$ cat config.mk
export PLATFORM = sky130hd
export DESIGN_NAME = interrupt_controller
export DESIGN_NICKNAME = d
export VERILOG_FILES = /design/src/rtl/intc_pkg.sv /design/src/rtl/intc_priority_encoder.sv /design/src/rtl/interrupt_controller.sv
export SDC_FILE = /design/constraint.sdc
export NUM_CORES = 1
export LEC_CHECK = 0
export ABC_AREA = 1
export CAP_MARGIN = 20
export CORE_ASPECT_RATIO = 0.75
export CORE_MARGIN = 2
export CORE_UTILIZATION = 40
export CTS_BUF_LIST = sky130_fd_sc_hd__clkbuf_16
export DETAILED_ROUTE_END_ITERATION = 7
export PLACE_DENSITY = 0.63
export REMOVE_ABC_BUFFERS = 1
export SLEW_MARGIN = 25
export SYNTH_ARGS = -nofsm -noshare
export SYNTH_HDL_FRONTEND = slang
export SYNTH_SLANG_ARGS = --single-unit
export TNS_END_PERCENT = 1
$ cat constraint.sdc
create_clock -name clk -period 3.82 [get_ports clk]
set_clock_uncertainty 0.05 [all_clocks]
set_input_delay 0.764 -clock clk [delete_from_list [all_inputs] [get_ports clk]]
set_output_delay 0.764 -clock clk [all_outputs]
set_load 0.005 [all_outputs]
$ cat src/rtl/intc_pkg.sv
// Shared types and helpers for the interrupt controller.
// The INTC_TIMEOUT_EN build option is handled in interrupt_controller.sv.
package intc_pkg;

  typedef enum logic [1:0] {
    IDLE     = 2'd0,
    PULSE    = 2'd1,
    WAIT_ACK = 2'd2,
    HOLDOFF  = 2'd3
  } intc_state_t;

  // Wide enough for PULSE_LEN, HOLDOFF_LEN and TIMEOUT_CYC terminal counts.
  localparam int CNT_W = 16;

  function automatic int id_width(input int n);
    return (n <= 1) ? 1 : $clog2(n);
  endfunction

endpackage

$ cat src/rtl/intc_priority_encoder.sv
// Lowest-index-wins priority encoder over the enabled pending requests.
module intc_priority_encoder
  import intc_pkg::*;
#(
  parameter int NUM_SRC = 4,
  localparam int IW = id_width(NUM_SRC)
) (
  input  logic [NUM_SRC-1:0] req,
  output logic [IW-1:0]      id,
  output logic               valid
);

  always_comb begin
    id    = '0;
    valid = |req;
    for (int i = NUM_SRC - 1; i >= 0; i--) begin
      if (req[i]) id = IW'(i);
    end
  end

endmodule

$ cat src/rtl/interrupt_controller.sv
// Multi-source interrupt controller: edge-detect, pending/mask, priority select,
// fixed-width INTERRUPT pulse and ACK hold-off. Define INTC_TIMEOUT_EN for ACK timeout re-issue.
//   state    | meaning
//   IDLE     | waiting for an enabled pending source
//   PULSE    | INTERRUPT high for PULSE_LEN cycles
//   WAIT_ACK | waiting for the ISR to read SRC_ID
//   HOLDOFF  | HOLDOFF_LEN quiet cycles before the next issue
module interrupt_controller
  import intc_pkg::*;
#(
  parameter int NUM_SRC     = 4,
  parameter int PULSE_LEN   = 2,
  parameter int HOLDOFF_LEN = 4,
  parameter int TIMEOUT_CYC = 1024,
  localparam int IW = id_width(NUM_SRC)
) (
  input  logic               clk,
  input  logic               RST,
  input  logic [NUM_SRC-1:0] IRQ_IN,
  input  logic               MASK_WE,
  input  logic [NUM_SRC-1:0] MASK_IN,
  input  logic               ACK,
  output logic               INTERRUPT,
  output logic [IW-1:0]      SRC_ID,
  output logic [NUM_SRC-1:0] PENDING,
  output logic [NUM_SRC-1:0] MASK,
`ifdef INTC_TIMEOUT_EN
  output logic               TIMEOUT_FLAG,
`endif
  output logic               BUSY
);

  localparam logic [CNT_W-1:0] PULSE_TC = CNT_W'(PULSE_LEN - 1);
  localparam logic [CNT_W-1:0] HOLD_TC  = CNT_W'((HOLDOFF_LEN > 0) ? HOLDOFF_LEN - 1 : 0);
  // With no hold-off configured an accepted ACK returns straight to IDLE.
  localparam intc_state_t AFTER_ACK = (HOLDOFF_LEN > 0) ? HOLDOFF : IDLE;
`ifdef INTC_TIMEOUT_EN
  localparam logic [CNT_W-1:0] TO_TC = CNT_W'(TIMEOUT_CYC - 1);
`endif

  intc_state_t        state_q, state_d;
  logic [CNT_W-1:0]   cnt_q, cnt_d;
  logic [NUM_SRC-1:0] irq_q, rise, pend_q, mask_q, clr;
  logic [IW-1:0]      id_q, enc_id;
  logic               enc_valid, load_id, ack_take;
`ifdef INTC_TIMEOUT_EN
  logic               to_set, to_flag_q;
`endif

  assign rise = IRQ_IN & ~irq_q;
  assign clr  = ack_take ? (NUM_SRC'(1) << id_q) : '0;

  intc_priority_encoder #(.NUM_SRC(NUM_SRC)) u_prio (
    .req   (pend_q & mask_q),
    .id    (enc_id),
    .valid (enc_valid)
  );

  always_comb begin
    state_d  = state_q;
    cnt_d    = cnt_q;
    load_id  = 1'b0;
    ack_take = 1'b0;
`ifdef INTC_TIMEOUT_EN
    to_set   = 1'b0;
`endif
    case (state_q)
      IDLE: begin
        if (enc_valid) begin
          load_id = 1'b1;
          cnt_d   = '0;
          state_d = PULSE;
        end
      end
      PULSE: begin
        cnt_d = cnt_q + CNT_W'(1);
        if (ACK) begin
          ack_take = 1'b1;
          cnt_d    = '0;
          state_d  = AFTER_ACK;
        end else if (cnt_q == PULSE_TC) begin
          cnt_d   = '0;
          state_d = WAIT_ACK;
        end
      end
      WAIT_ACK: begin
        if (ACK) begin
          ack_take = 1'b1;
          cnt_d    = '0;
          state_d  = AFTER_ACK;
        end
`ifdef INTC_TIMEOUT_EN
        else begin
          cnt_d = cnt_q + CNT_W'(1);
          if (cnt_q == TO_TC) begin
            cnt_d   = '0;
            to_set  = 1'b1;
            state_d = PULSE;
          end
        end
`endif
      end
      HOLDOFF: begin
        cnt_d = cnt_q + CNT_W'(1);
        if (cnt_q == HOLD_TC) begin
          cnt_d   = '0;
          state_d = IDLE;
        end
      end
      default: state_d = IDLE;
    endcase
  end

  // A new edge on the bit being cleared wins over the clear.
  always_ff @(posedge clk) begin
    if (RST) begin
      state_q <= IDLE;
      cnt_q   <= '0;
      irq_q   <= '0;
      pend_q  <= '0;
      mask_q  <= '0;
      id_q    <= '0;
`ifdef INTC_TIMEOUT_EN
      to_flag_q <= 1'b0;
`endif
    end else begin
      state_q <= state_d;
      cnt_q   <= cnt_d;
      irq_q   <= IRQ_IN;
      pend_q  <= (pend_q & ~clr) | rise;
      if (MASK_WE) mask_q <= MASK_IN;
      if (load_id) id_q <= enc_id;
`ifdef INTC_TIMEOUT_EN
      if (ack_take)    to_flag_q <= 1'b0;
      else if (to_set) to_flag_q <= 1'b1;
`endif
    end
  end

  assign INTERRUPT = (state_q == PULSE);
  assign BUSY      = (state_q != IDLE);
  assign SRC_ID    = id_q;
  assign PENDING   = pend_q;
  assign MASK      = mask_q;
`ifdef INTC_TIMEOUT_EN
  assign TIMEOUT_FLAG = to_flag_q;
`endif

endmodule

# --- Yosys cells after proc, flatten, opt, wreduce, memory -nomap -nowiden ---
# Index checks and enable logic that the tools add are counted.
# Widths: inputs -> output; s select.
classes:
  bitwise_logic: 6
  n_eq_ne: 9
  n_mux: 21
  shift: 1
  addsub: 1
  reduce_logical: 6
op_table:
  columns: ["cell", "count"]
  rows:
  - ["$mux 16", 5]
  - ["$pmux 16 s4", 1]
  - ["$mux 2", 9]
  - ["$add 16x1->16 const B", 1]
  - ["$eq 16x1->1 const B", 1]
  - ["$eq 16x2->1 const B", 1]
  - ["$and 4x4->4", 3]
  - ["$not 4->4", 2]
  - ["$pmux 2 s4", 1]
  - ["$ne 2x2->1 const B", 3]
  - ["$eq 2x2->1 const B", 2]
  - ["$mux 1", 4]
  - ["$mux 4", 1]
  - ["$or 4x4->4", 1]
  - ["$reduce_and 4->1", 1]
  - ["$reduce_or 4->1", 1]
  - ["$shl 1x2->4 const A", 1]
  - ["$ne 3x2->1 const B", 1]
  - ["$eq 2x1->1 const B", 1]
  - ["$logic_not 2->1", 1]
  - ["$reduce_and 2->1", 1]
  - ["$reduce_bool 2->1", 1]
  - ["$reduce_or 2->1", 1]
word_totals:
  input_bits: 12
  regBits: 32

# --- Depth between registers and ports, before layout ---
depth:
  word_depth: 7
  depth_mapped: 11

# --- Modules after synthesis ---
# From an unflattened synthesis, not the netlist that was laid out.
unflattened:
  hier_cells: 231
  hier_area_um2: 1620.3
modules_own_cells:
  columns: ["mod", "instances", "area_per_inst_um2", "seq_area_each_um2", "cells_each"]
  rows:
  - ["interrupt_controller", 1, 1574.0, 640.6, 222]
  - ["intc_priority_encoder", 1, 46.3, 0.0, 9]

# --- Least setup slack after synthesis ---
# OpenSTA, ideal clock, no wires.
synth_path:
  kind: "reg2out"
  start: "register state_q[0]"
  end: "output BUSY"
  setup_slack_ns: 2.134
  path_stages_with_launch: 4
  n_path_buf: 0
  t_arrival_ns: 0.872
  path_cell_list: "dfxtp_1 > inv_1 > ha_1 > inv_1"
synth_via:
  elab_chain_cells: 1
synth_lines:
  columns: ["element", "line", "rtl"]
  rows:
  - ["start: declaration", "interrupt_controller.sv:41", "intc_state_t state_q, state_d;"]
  - ["start signal: assignment", "interrupt_controller.sv:127", "state_q <= state_d;"]
  - ["$reduce_bool 2->1", "interrupt_controller.sv:141", "assign BUSY = (state_q != IDLE);"]
  - ["end: declaration", "interrupt_controller.sv:30", "output logic BUSY"]
# Every way passes these cells.

# --- Worst setup path in the final report ---
# Ends and elaborated chain as after synthesis.

==> reports/metrics.csv <==
metric;value;unit
ys_ff_latch;32;
avgSynthCellArea;7.143;um2
instances_no_fill;320;
path_class;reg -> out;
arrival;1.78;ns
cts_buffers;5;
fin_nets;282;
path_clk_slew;0.05;ns
cp_num_buf_inv;3;
setup_ws;1.223;ns
p_total;1233;uW
drc_errors;0;
final_common_cell;nor2_1;
grt_pass1_vias;1397;
coreArea;0.004054;mm2
rows;20;
final.min_clock_period;2.597;ns
ff_latch_area;640.6;um2
first_iter_violations;94;
tightest_slew;0.5110;ns
fp.dieW;79.12;um
port_buffers;23;
clock-root-buffer;clkbuf_16;
ant_nets;0;
postSynthCellCount;237;
power_density;579.1;mW/mm2
tritoncts;done;
fmax;385.1;MHz
post_cts_resize_count;0;
hold_depth;1;
track_usage;0.1784;
synthesis.area;0.001693;mm2
cts.sinks;32;
drv_cap;0;
drive_gt1_frac;0.09811;
min_from;irq_q[1];
initial_core_util;0.4176;
die_h;60.34;um
clockBufferDepth;2;
crit_top_cell;inv_1;
multi_input_area;909.6;um2
grt_pass1_wl;6479;um
r2r_start;state_q[0];
hold-path-endpoint;PENDING[1];
reg2reg_to;cnt_q[6];
ys.flop_type;dfxtp_1;
synth-edff-count;0;
worst-path-max-fanout;6;
rsz0062_at_grt;false;
area_growth;25.79;%
timing.setup.tns;0;ns
crit_chain;inv_1 -> ha_1 -> inv_1 -> clkdlybuf4s50_1;
async_flop_share;0;
post_synth_num_cell_types;30;
worst-r2r-setup-slack;2.07;ns
setup_viol;0;
seq_area_frac_synth;0.3784;
grt_overflow_total;0;
ir_drop;0.4439;mV
io_pins;24;
fill_cells;416;
cp_top_family;buffers and inverters;
diodes;0;
ctsHoldBuffers;0;
gp_congestion;0.8233;
place_inst;312;
hold_path.class;reg -> reg;
max_stage_delay;0.52;ns
post-cts-setup-buffer-count;0;
critPathLaunchType;flip-flop;
yosysWarnings;0;
critPathCaptureType;primary output;
cts_max_level;2;
report.final.hold_viol_count;0;
antenna_found_initial;0;
finalMaxSlewViolations;0;
p_leak;0.0008856;uW
grt_max_degree;16;
worst_skew_pair.late_latency;0.27;ns
dieArea;0.004774;mm2
final_cell_mix;48 x nor2_1, 46 x nand2_1, 32 x dfxtp_1, 28 x inv_1, 23 x clkdlybuf4s50_1;
relSlewSlack;0.6589;
crit_required;3.01;ns
outcome;finished, final reports clean;
wl_per_cell;11.71;um
dp_hpwl;2807;um
reg2reg_depth;6;
crit_slowest_cell;clkdlybuf4s50_1;
period_share;0.6798;
via_per_inst;4.684;
routed_wl;3746;um
first_pass_iters;4;
place_ws;1.511;ns
vias;1499;
==> cells in the mapped netlist, types with 2 or more instances <==
cell type | n | area (um2)
a21oi_1 | 6 | 30.03
buf_2 | 2 | 10.01
dfxtp_1 | 32 | 640.6
ha_1 | 6 | 75.07
inv_1 | 28 | 105.1
nand2_1 | 46 | 172.7
nand2_2 | 4 | 25.02
nand2_4 | 3 | 33.78
nand3_1 | 18 | 90.09
nand4_1 | 5 | 31.28
nor2_1 | 48 | 180.2
nor2_2 | 5 | 31.28
nor2_4 | 2 | 22.52
nor3_1 | 2 | 10.01
o21ai_0 | 7 | 35.03
o22ai_1 | 4 | 25.02
o31ai_1 | 3 | 22.52
xnor2_1 | 3 | 26.28
xor2_1 | 2 | 17.52
==> metrics by stage <==
step	hold WS (ns)	area, um2	util
4_1_cts	0.3871	2130	0.5253
3_3_place_gp	0.3718	1962	0.4840
2_1_floorplan	0.3578	1663	-
6_report	0.3888	2130	0.5253
3_5_place_dp	0.3710	1962	0.4840
5_1_grt	0.4044	2130	0.5253
==> flip-flops by register name (all words and copies together), names as in the netlist <==
register,flops
cnt_q,16
MASK,4
PENDING,4
irq_q,4
SRC_ID,2
state_q,2
==> power breakdown <==
group          leakage [uW]  switching (uW)  internal (uW)
Sequential         0.000262            31.4            365
Combinational      0.000544             245            146
Clock             0.0000798             141            306
Total              0.000886             417            816
==> worst max path at each step <==
stage,startpoint,to,slack (ns),cells after the start
2_1_floorplan,state_q[0],BUSY,2.13,3
3_3_place_gp,state_q[0],BUSY,1.51,4
3_5_place_dp,ACK,cnt_q[6],1.51,6
4_1_cts,state_q[0],BUSY,1.22,4
5_1_grt,state_q[0],BUSY,1.13,4
6_report,state_q[0],BUSY,1.22,4
==> routing by layer <==
layer | track usage | share of wire | vias up
met5 | 0 | 0 | -
met4 | 0.05911 | 0.010 | 0
met3 | 0.05208 | 0.053 | 4
met2 | 0.2482 | 0.38 | 22
met1 | 0.2648 | 0.55 | 661
li1 | - | - | 812
==> logic make-up (layout without fill, tap and decap cells) <==
| kind of cell | count (synthesis) | in the layout | share of synthesized area |
|---|---|---|---|
| DFF | 32 | 32 | 0.3784 |
| adders and majority gates | 6 | 6 | 0.04434 |
| buffers and inverters | 33 | 61 | 0.08425 |
| AOI/OAI and AO/OA | 25 | 25 | 0.09461 |
| xor gates and xnor gates | 5 | 5 | 0.02587 |
| and+or+nand+nor | 136 | 136 | 0.3725 |
==> layout make-up <==
class | instances | share of cell area
inverter | 30 | 0.05288
multi-input combinational | 172 | 0.4271
clock buffer | 5 | 0.05875
timing repair buffer | 23 | 0.1081
sequential | 32 | 0.3008
tap | 55 | 0.03231
clock inverter | 3 | 0.01998
==> worst register-to-register path, delay by kind of cell (launching register included) <==
kind	cells	cell delay, ns
AO/OA/AOI/OAI	1	0.32
adder cells (fa/ha/maj)	1	0.31
buffers and inverters	1	0.10
flip-flops	1	0.43
AND/OR/NAND/NOR	3	0.45
Note: power is estimated with default switching activity, not from simulation.
